[src/rtl/hazard_control_unit_if.sv]
// rtl/hazard_control_unit_if.sv - hazard control handshake bundle
// Purpose: groups the ID/EX/MEM hazard inputs and the pipeline control
// outputs of hazard_control_unit.
// master: pipeline side (drives the stage fields, receives the controls)
// slave : hazard_control_unit (receives the stage fields, drives the controls)
interface hazard_control_unit_if #(
  parameter int COUNT_WIDTH = 32
);
  logic [4:0]             Rs_Id;
  logic [4:0]             Rt_Id;
  logic                   UsesRt_Id;
  logic                   Branch_Id;
  logic                   BranchTaken_Id;
  logic                   MulDiv_Id;
  logic                   HiLoRead_Id;
  logic [4:0]             Rd_Ex;
  logic                   RegWrite_Ex;
  logic                   MemRead_Ex;
  logic [4:0]             Rd_Mem;
  logic                   MemRead_Mem;
  logic                   PCWrite;
  logic                   IFIDWrite;
  logic                   IFIDFlush;
  logic                   IDEXBubble;
  logic                   MulDivStart;
  logic                   MulDivBusy;
  logic [COUNT_WIDTH-1:0] StallCount;

  modport master (
    output Rs_Id, Rt_Id, UsesRt_Id, Branch_Id, BranchTaken_Id, MulDiv_Id,
           HiLoRead_Id, Rd_Ex, RegWrite_Ex, MemRead_Ex, Rd_Mem, MemRead_Mem,
    input  PCWrite, IFIDWrite, IFIDFlush, IDEXBubble, MulDivStart,
           MulDivBusy, StallCount
  );

  modport slave (
    input  Rs_Id, Rt_Id, UsesRt_Id, Branch_Id, BranchTaken_Id, MulDiv_Id,
           HiLoRead_Id, Rd_Ex, RegWrite_Ex, MemRead_Ex, Rd_Mem, MemRead_Mem,
    output PCWrite, IFIDWrite, IFIDFlush, IDEXBubble, MulDivStart,
           MulDivBusy, StallCount
  );
endinterface

[src/rtl/hazard_control_unit.sv]
// rtl/hazard_control_unit.sv - pipeline hazard sequencer for the 5-stage core
// Purpose: detects load-use, ID-branch operand and mult/div hazards, drives
// PC/IF-ID/ID-EX enables and flushes, and schedules the mult/div unit.
// Ports:
//   Clk - clock
//   Rst - synchronous active-high reset
//   hz  - hazard_control_unit_if.slave: ID/EX/MEM fields in, pipeline
//         controls, MulDivStart/MulDivBusy and StallCount out
module hazard_control_unit #(
  parameter int MULDIV_LATENCY = 32,
  parameter int COUNT_WIDTH    = 32
) (
  input  logic                  Clk,
  input  logic                  Rst,
  hazard_control_unit_if.slave  hz
);

  localparam logic [7:0] MD_LAT = 8'(MULDIV_LATENCY);

  typedef enum logic {MD_IDLE, MD_BUSY} md_state_t;

  md_state_t              md_state, md_state_nxt;
  logic [7:0]             md_cnt, md_cnt_nxt;
  logic [COUNT_WIDTH-1:0] stall_count;

  logic match_ex, match_mem;
  logic load_use, branch_haz, md_haz, stall, md_start;

  // Register 0 is hardwired to zero, so writes to it never create a hazard.
  assign match_ex  = (hz.Rd_Ex != 5'd0) &&
                     ((hz.Rd_Ex == hz.Rs_Id) || (hz.UsesRt_Id && (hz.Rd_Ex == hz.Rt_Id)));
  assign match_mem = (hz.Rd_Mem != 5'd0) &&
                     ((hz.Rd_Mem == hz.Rs_Id) || (hz.UsesRt_Id && (hz.Rd_Mem == hz.Rt_Id)));

  assign load_use   = hz.MemRead_Ex && match_ex;
  // The branch compares in ID, so any in-flight producer in EX, or a load
  // still in MEM, is too late to forward.
  assign branch_haz = hz.Branch_Id &&
                      ((hz.RegWrite_Ex && match_ex) || (hz.MemRead_Mem && match_mem));
  assign md_haz     = (md_state == MD_BUSY) && (hz.MulDiv_Id || hz.HiLoRead_Id);
  assign stall      = load_use || branch_haz || md_haz;

  // md_haz blocks a second start while busy, so only MD_IDLE sees a start.
  assign md_start   = hz.MulDiv_Id && !stall && !Rst;

  always_comb begin
    hz.PCWrite     = !stall;
    hz.IFIDWrite   = !stall;
    hz.IDEXBubble  = stall;
    // A taken flag seen while stalled is stale; the branch re-resolves later.
    hz.IFIDFlush   = hz.BranchTaken_Id && !stall;
    hz.MulDivStart = md_start;
    if (Rst) begin
      hz.PCWrite    = 1'b0;
      hz.IFIDWrite  = 1'b0;
      hz.IFIDFlush  = 1'b1;
      hz.IDEXBubble = 1'b1;
    end
  end

  assign hz.MulDivBusy = (md_state == MD_BUSY);
  assign hz.StallCount = stall_count;

  // Busy spans exactly MULDIV_LATENCY cycles: the last busy cycle holds
  // md_cnt==1 and the FSM drops back to idle on the following edge.
  always_comb begin
    md_state_nxt = md_state;
    md_cnt_nxt   = md_cnt;
    case (md_state)
      MD_IDLE: begin
        if (md_start) begin
          md_state_nxt = MD_BUSY;
          md_cnt_nxt   = MD_LAT;
        end
      end
      MD_BUSY: begin
        if (md_cnt <= 8'd1) begin
          md_state_nxt = MD_IDLE;
          md_cnt_nxt   = 8'd0;
        end else begin
          md_cnt_nxt   = md_cnt - 8'd1;
        end
      end
      default: begin
        md_state_nxt = MD_IDLE;
        md_cnt_nxt   = 8'd0;
      end
    endcase
  end

  always_ff @(posedge Clk) begin
    if (Rst) begin
      md_state    <= MD_IDLE;
      md_cnt      <= 8'd0;
      stall_count <= '0;
    end else begin
      md_state <= md_state_nxt;
      md_cnt   <= md_cnt_nxt;
      if (stall && (stall_count != {COUNT_WIDTH{1'b1}})) begin
        stall_count <= stall_count + 1'b1;
      end
    end
  end

endmodule

[src/flat_wrapper.sv]
// flat-port wrapper written by rule: the top's interface ports become plain ports
module hazard_control_unit_flat 
#(
  parameter int MULDIV_LATENCY = 32,
  parameter int COUNT_WIDTH    = 32
)
  (Clk, Rst, hz_Rs_Id, hz_Rt_Id, hz_UsesRt_Id, hz_Branch_Id, hz_BranchTaken_Id, hz_MulDiv_Id, hz_HiLoRead_Id, hz_Rd_Ex, hz_RegWrite_Ex, hz_MemRead_Ex, hz_Rd_Mem, hz_MemRead_Mem, hz_PCWrite, hz_IFIDWrite, hz_IFIDFlush, hz_IDEXBubble, hz_MulDivStart, hz_MulDivBusy, hz_StallCount);
  hazard_control_unit_if #(.COUNT_WIDTH(COUNT_WIDTH)) hz_i ();
  input  logic Clk;
  input  logic Rst;
  input wire logic [$bits(hz_i.Rs_Id)-1:0] hz_Rs_Id;
  input wire logic [$bits(hz_i.Rt_Id)-1:0] hz_Rt_Id;
  input wire logic [$bits(hz_i.UsesRt_Id)-1:0] hz_UsesRt_Id;
  input wire logic [$bits(hz_i.Branch_Id)-1:0] hz_Branch_Id;
  input wire logic [$bits(hz_i.BranchTaken_Id)-1:0] hz_BranchTaken_Id;
  input wire logic [$bits(hz_i.MulDiv_Id)-1:0] hz_MulDiv_Id;
  input wire logic [$bits(hz_i.HiLoRead_Id)-1:0] hz_HiLoRead_Id;
  input wire logic [$bits(hz_i.Rd_Ex)-1:0] hz_Rd_Ex;
  input wire logic [$bits(hz_i.RegWrite_Ex)-1:0] hz_RegWrite_Ex;
  input wire logic [$bits(hz_i.MemRead_Ex)-1:0] hz_MemRead_Ex;
  input wire logic [$bits(hz_i.Rd_Mem)-1:0] hz_Rd_Mem;
  input wire logic [$bits(hz_i.MemRead_Mem)-1:0] hz_MemRead_Mem;
  output wire logic [$bits(hz_i.PCWrite)-1:0] hz_PCWrite;
  output wire logic [$bits(hz_i.IFIDWrite)-1:0] hz_IFIDWrite;
  output wire logic [$bits(hz_i.IFIDFlush)-1:0] hz_IFIDFlush;
  output wire logic [$bits(hz_i.IDEXBubble)-1:0] hz_IDEXBubble;
  output wire logic [$bits(hz_i.MulDivStart)-1:0] hz_MulDivStart;
  output wire logic [$bits(hz_i.MulDivBusy)-1:0] hz_MulDivBusy;
  output wire logic [$bits(hz_i.StallCount)-1:0] hz_StallCount;
  assign hz_i.Rs_Id = hz_Rs_Id;
  assign hz_i.Rt_Id = hz_Rt_Id;
  assign hz_i.UsesRt_Id = hz_UsesRt_Id;
  assign hz_i.Branch_Id = hz_Branch_Id;
  assign hz_i.BranchTaken_Id = hz_BranchTaken_Id;
  assign hz_i.MulDiv_Id = hz_MulDiv_Id;
  assign hz_i.HiLoRead_Id = hz_HiLoRead_Id;
  assign hz_i.Rd_Ex = hz_Rd_Ex;
  assign hz_i.RegWrite_Ex = hz_RegWrite_Ex;
  assign hz_i.MemRead_Ex = hz_MemRead_Ex;
  assign hz_i.Rd_Mem = hz_Rd_Mem;
  assign hz_i.MemRead_Mem = hz_MemRead_Mem;
  assign hz_PCWrite = hz_i.PCWrite;
  assign hz_IFIDWrite = hz_i.IFIDWrite;
  assign hz_IFIDFlush = hz_i.IFIDFlush;
  assign hz_IDEXBubble = hz_i.IDEXBubble;
  assign hz_MulDivStart = hz_i.MulDivStart;
  assign hz_MulDivBusy = hz_i.MulDivBusy;
  assign hz_StallCount = hz_i.StallCount;
  hazard_control_unit #(.MULDIV_LATENCY(MULDIV_LATENCY), .COUNT_WIDTH(COUNT_WIDTH)) u_core (.Clk(Clk), .Rst(Rst), .hz(hz_i));
endmodule
[config.mk]
export PLATFORM = sky130hd
export DESIGN_NAME = hazard_control_unit_flat
export DESIGN_NICKNAME = d
export VERILOG_FILES = /design/src/rtl/hazard_control_unit_if.sv /design/src/rtl/hazard_control_unit.sv /design/src/flat_wrapper.sv
export SDC_FILE = /design/constraint.sdc
export NUM_CORES = 1
export LEC_CHECK = 0
export BUFFER_PORTS_ARGS = -buffer_cell sky130_fd_sc_hd__buf_2
export CORE_ASPECT_RATIO = 0.9
export CORE_MARGIN = 4
export CORE_UTILIZATION = 42
export DETAILED_ROUTE_END_ITERATION = 7
export GPL_ROUTABILITY_DRIVEN = 0
export MAX_ROUTING_LAYER = met4
export PLACE_DENSITY_LB_ADDON = 0.15
export SLEW_MARGIN = 20
export SYNTH_ARGS = -nofsm -noshare
export SYNTH_HDL_FRONTEND = slang
export SYNTH_SLANG_ARGS = --single-unit
[constraint.sdc]
create_clock -name Clk -period 9.8 [get_ports Clk]
set_input_delay 2.94 -clock Clk [delete_from_list [all_inputs] [get_ports Clk]]
set_output_delay 2.94 -clock Clk [all_outputs]
set_load 0.02 [all_outputs]
==> impl_metrics.tcl, run 1 <==
set metrics [dict create \
    synth.yosys.seq_area_share_pct 33.0 \
    detailed_place_hpwl_um 4440 \
    portBuffers 67 \
    timing.slew.headroom_pct 35.5 \
    setup_viol 0 \
    syn-num-nets 337 \
    numCtsBuffers 5 \
    grt_start_max_net_pins 61 \
    grt_pass1_wl_um 9980 \
    gr-total-overflow 0 \
    die_h_um 81.0 \
    placed_cells_incl_taps 426 \
    cts_max_path_buffers 2 \
    route.layer.met1.wl_um 3000 \
    final_min_period_over_clock_period_pct 79.8 \
    mappedNetlistArea_um2 2480 \
    stdcell_count 434 \
    area_growth_pct 19.0 \
    clkSlewWorstSetupHoldPaths_ps 80 \
    rsz0062_at_grt "false" \
    met3RoutedLength_um 362 \
    synth.most_common_cell "sky130_fd_sc_hd__dfxtp_1" \
    max_cap_violations 0 \
    synth_top_cell_by_area "sky130_fd_sc_hd__dfxtp_1" \
    post_cts.repair.setup_buffers 0 \
    place_worst_setup_slack_ps 1990 \
    clk_latency_ps 290 \
    dr_total_vias 2408 \
    synth_top_family_by_area "simple AND/OR/NAND/NOR gates" \
    synth-simple-area-share_pct 32.2 \
    synth-xor-area-share_pct 7.75 \
    worst-endpoint-required_ps 6860 \
    regArea_um2 821 \
    wl_met2_um 2740 \
    synthDominantCellAreaShare_pct 33.0 \
    drt_pre_antenna_iters 4 \
    antenna_cells 0 \
    wl_per_cell_um 14.2 \
    cellPowerDensity_nw_per_um2 133 \
    cts_sinks 41 \
    grtUsageTotal_pct 17.6 \
    hold_slack_ps 501 \
    total_length_of_routed_wires_um 6150 \
    detailed_place.area_um2 2840 \
    synth.cells.most_frequent "sky130_fd_sc_hd__dfxtp_1 (41), sky130_fd_sc_hd__a21oi_1 (33), sky130_fd_sc_hd__o21ai_0 (24), sky130_fd_sc_hd__or3_1 (24), sky130_fd_sc_hd__xnor2_1 (22)" \
    hold_violation_total_from_the_final_report 0 \
    post_route_cells_drive_above_1_share_pct 23.4 \
    worstSetupPathType "input port to output pin" \
    critical_path.endpoint_type "output pin" \
    tightest_slew_ps 964 \
    cts_hold_bufs 0 \
    cts_resized 0 \
    synth.top_cells.by_area "sky130_fd_sc_hd__dfxtp_1 (33%), sky130_fd_sc_hd__xnor2_1 (7.8%), sky130_fd_sc_hd__a21oi_1 (6.6%), sky130_fd_sc_hd__or3_1 (6.0%), sky130_fd_sc_hd__o21ai_0 (4.8%)" \
    finish.utilization_pct 51.9 \
    critPathArrivalTime_ps 4880 \
    synth_edf_count 0 \
    hp-class "flip-flop to flip-flop" \
    status "finished clean" \
    most_used_flip_flop_cell_after_synthesis "sky130_fd_sc_hd__dfxtp_1" \
    cts_htree_levels 2 \
    post_drt_via_cell_ratio 5.55 \
    antenna_found_initial 0 \
    netlist_instances 304 \
    core_area_um2 5690 \
    synth_fa_ha_area_share_pct 1.51 \
    synth_compound_area_share_pct 18.8 \
    fin_nets 396 \
    ir_drop_uv 64.7 \
    die-area_um2 7210 \
    multi_input_comb_area_um2 1560 \
    synth-seq-cells 41 \
    tritoncts "yes" \
    timing.final.crit_period_ps 7820 \
    initial_core_utilization_pct 43.6 \
    fillerInstances 544 \
    die_x_um 89.1 \
    clk_root_buffer_cell "sky130_fd_sc_hd__clkbuf_8" \
    worst_clock_skew_ps 3.95 \
    finish.instance_area_um2 2960 \
    pin_count 68 \
    count_of_distinct_cell_types_in_the_synthesized_netlist 45 \
    tns_ps 0 \
    kind_of_start_point_of_the_critical_path "input port" \
    initialDrtViolationCount 85 \
    slew_violations 0 \
    postSynth.asyncResetShare_pct 0 \
    remaining_drc_errors 0 \
    top_layer "met4" \
    fin_total_pwr_mw 0.392 \
    leakage_power_nw 1.16 \
    synth.area.mux_share_pct 2.27 \
    max_freq_mhz 128 \
    postSynthAreaPerCell_um2 8.17 \
    synth_warnings 0 \
    antenna_violating_nets_post_route 0 \
    fin_ws_ps 1980 \
    row_count 26 \
    crit_fanout 60 \
    grt_pass1_vias 2160 \
]
[worst max-delay path, cell delays in order]
cell	delay, ps
sky130_fd_sc_hd__buf_2	130
sky130_fd_sc_hd__or3_1	380
sky130_fd_sc_hd__o311a_1	340
sky130_fd_sc_hd__a221oi_4	270
sky130_fd_sc_hd__buf_4	460
sky130_fd_sc_hd__a21o_1	180
sky130_fd_sc_hd__buf_2	150
[layout by cell type, fill, tap and decap left out, types with 9 or more instances in the layout]
master                    synthesis  layout
sky130_fd_sc_hd__buf_2            5      67
sky130_fd_sc_hd__o21ai_0         24      24
sky130_fd_sc_hd__xnor2_1         22      22
sky130_fd_sc_hd__nand3_1          9       9
sky130_fd_sc_hd__or3_1           24      24
sky130_fd_sc_hd__nand4_1         14      14
sky130_fd_sc_hd__dfxtp_1         41      41
sky130_fd_sc_hd__nand2_1         18      18
sky130_fd_sc_hd__nor2_1          13      13
sky130_fd_sc_hd__a21oi_1         33      33
[cell families (layout without fill, tap and decap cells)]
group           after synthesis  after routing
simple gates                131            131
buf+inv                      24             84
compound gates               78             78
fa+ha+maj                     3              3
xor+xnor                     22             22
flops                        41             41
mux                           5              5
[power breakdown]
| part | leakage [nW] | switching [mW] | internal, mW |
|---|---|---|---|
| combinational | 0.768 | 0.0428 | 0.0308 |
| sequential | 0.331 | 0.00643 | 0.171 |
| clock | 0.0585 | 0.0582 | 0.0831 |
| total | 1.16 | 0.107 | 0.285 |
[path summary, 6_finish.rpt]
check / from / to / slack [ps] / cells past startpoint
setup / recovery: hz_Rd_Mem[1] / hz_IFIDFlush / 1980 / 7
hold / removal: u_core.hz.StallCount[31] / u_core.hz.StallCount[31] / 500 / 2
setup reg to reg: u_core.hz.StallCount[0] / u_core.hz.StallCount[23] / 6580 / 7
hold reg to reg: u_core.hz.StallCount[31] / u_core.hz.StallCount[31] / 500 / 2
[state kept, by name, indices dropped and copies added (netlist names)]
| register | count |
|---|---|
| u_core.md_cnt | 8 |
| u_core.hz.StallCount | 32 |
| u_core.hz.MulDivBusy | 1 |
[routing by layer]
metal  vias to the layer above  track usage [%]
met5                         -                -
met4                         0             5.06
met3                         6             4.16
met2                        46             26.2
met1                      1106             23.9
li1                       1250                -
[layout make-up]
type                            instances  area share (%)
Timing Repair Buffer                   69            11.8
Clock buffer                            7            2.92
Sequential cell                        41            27.8
Inverter                                7           0.889
Multi-Input combinational cell        239            52.6
Tap cell                               70            2.96
Clock inverter                          1            1.02
(Power assumes the default switching activity.)
==> inputs of run 2 (changes only) <==
==> constraint.sdc (replaced) <==
create_clock -name Clk -period 6.5 [get_ports Clk]
set_input_delay 1.95 -clock Clk [delete_from_list [all_inputs] [get_ports Clk]]
set_output_delay 1.95 -clock Clk [all_outputs]
set_load 0.02 [all_outputs]
==> impl_metrics.tcl, run 2 (synthesized netlist as in run 1, its figures left out) <==
set metrics [dict create \
    die_x_um 89.1 \
    tns_ps 0 \
    hp-class "flip-flop to flip-flop" \
    initial_core_utilization_pct 43.6 \
    fin_ws_ps 1100 \
    tritoncts "yes" \
    finish.instance_area_um2 2930 \
    total_length_of_routed_wires_um 6180 \
    fin_total_pwr_mw 0.546 \
    portBuffers 67 \
    wl_per_cell_um 14.2 \
    cts_max_path_buffers 2 \
    cellPowerDensity_nw_per_um2 186 \
    grt_start_max_net_pins 60 \
    antenna_violating_nets_post_route 0 \
    leakage_power_nw 1.14 \
    tightest_slew_ps 978 \
    max_freq_mhz 185 \
    pin_count 68 \
    grt_pass1_vias 2177 \
    cts_hold_bufs 0 \
    post_route_cells_drive_above_1_share_pct 23.6 \
    grtUsageTotal_pct 17.8 \
    cp.buffers_inverters 3 \
    post_drt_via_cell_ratio 5.59 \
    critPathArrivalTime_ps 3450 \
    worst-endpoint-required_ps 4550 \
    route.layer.met1.wl_um 3020 \
    placed_cells_incl_taps 426 \
    most_frequent_cell_on_the_critical_path "sky130_fd_sc_hd__buf_2" \
    ir_drop_uv 109 \
    final_min_period_over_clock_period_pct 83.1 \
    status "finished clean" \
    initialDrtViolationCount 147 \
    die-area_um2 7210 \
    wl_met2_um 2760 \
    final_cell_mix "sky130_fd_sc_hd__buf_2 (67), sky130_fd_sc_hd__dfxtp_1 (41), sky130_fd_sc_hd__a21oi_1 (33)" \
    largest_register_ffs 32 \
    regArea_um2 821 \
    finish.utilization_pct 51.4 \
    critical-path-slowest-cell "sky130_fd_sc_hd__or3_1" \
    slowest_delay_ps 380 \
    clk_latency_ps 290 \
    fin_nets 396 \
    max_cap_violations 0 \
    crit_path_max_delay_family "compound AO/OA/AOI/OAI gates" \
    cts_resized 0 \
    hold_slack_ps 506 \
    drt_pre_antenna_iters 5 \
    layout.cells.most_common "sky130_fd_sc_hd__buf_2" \
    post_cts.repair.setup_buffers 0 \
    detailed_place.area_um2 2840 \
    timing.critical_path.cells "buf_2 > or3_1 > o311a_1 > a221oi_4 > nand2b_1 > inv_1 > buf_2" \
    worst_clock_skew_ps 8.38 \
    area_growth_pct 17.8 \
    cts_sinks 41 \
    cts_htree_levels 2 \
    hold_violation_total_from_the_final_report 0 \
    setup_viol 0 \
    timing.final.crit_period_ps 5400 \
    core_area_um2 5690 \
    gr-total-overflow 0 \
    slew_violations 0 \
    antenna_found_initial 0 \
    crit_fanout 3 \
    met3RoutedLength_um 366 \
    top_layer "met4" \
    numCtsBuffers 5 \
    grt_pass1_wl_um 10100 \
    row_count 26 \
    kind_of_start_point_of_the_critical_path "input port" \
    multi_input_comb_area_um2 1560 \
    worstSetupPathType "input port to output pin" \
    timing.slew.headroom_pct 34.6 \
    die_h_um 81.0 \
    antenna_cells 0 \
    rsz0062_at_grt "false" \
    clk_root_buffer_cell "sky130_fd_sc_hd__clkbuf_8" \
    detailed_place_hpwl_um 4410 \
    clkSlewWorstSetupHoldPaths_ps 90 \
    critical_path.endpoint_type "output pin" \
    fillerInstances 570 \
    remaining_drc_errors 0 \
    dr_total_vias 2428 \
    stdcell_count 434 \
    place_worst_setup_slack_ps 1070 \
]
==> run 2: worst reg2reg max path, stage by stage, from the launching register on <==
cell                      delay [ps]
sky130_fd_sc_hd__dfxtp_1         440
sky130_fd_sc_hd__ha_1            270
sky130_fd_sc_hd__nand4_2         210
sky130_fd_sc_hd__nor4_4          540
sky130_fd_sc_hd__nand4_1         860
sky130_fd_sc_hd__nand3_2         380
sky130_fd_sc_hd__nor3b_1          90
sky130_fd_sc_hd__mux2_1          330
==> run 2: path summary, 6_finish.rpt <==
path	startpoint	endpoint	slack, ps	depth (start not counted)
setup / recovery	hz_Rd_Mem[1]	hz_PCWrite	1100	7
hold reg to reg	u_core.hz.StallCount[18]	u_core.hz.StallCount[18]	510	2
setup reg to reg	u_core.hz.StallCount[0]	u_core.hz.StallCount[23]	3280	7
hold / removal	u_core.hz.StallCount[18]	u_core.hz.StallCount[18]	510	2
==> run 2: layout make-up <==
| type | instances | area share [%] |
|---|---|---|
| multi-input cells | 239 | 53.1 |
| flip-flops and latches | 41 | 28.0 |
| repair buffers | 69 | 12.0 |
| well taps | 70 | 2.99 |
| clock buffers | 5 | 2.35 |
| inverters | 7 | 0.898 |
| clock inverters | 3 | 0.599 |
==> run 2: report_power, final <==
group | switching, mW | internal [mW]
Sequential | 0.00937 | 0.258
Clock | 0.0914 | 0.0742
Combinational | 0.0663 | 0.0465
==> run 2: metal layers <==
layer  vias to the layer above  track usage, %
met5                         -               -
met4                         0            3.87
met3                         6            5.48
met2                        66            25.8
met1                      1113            24.4
li1                       1243               -
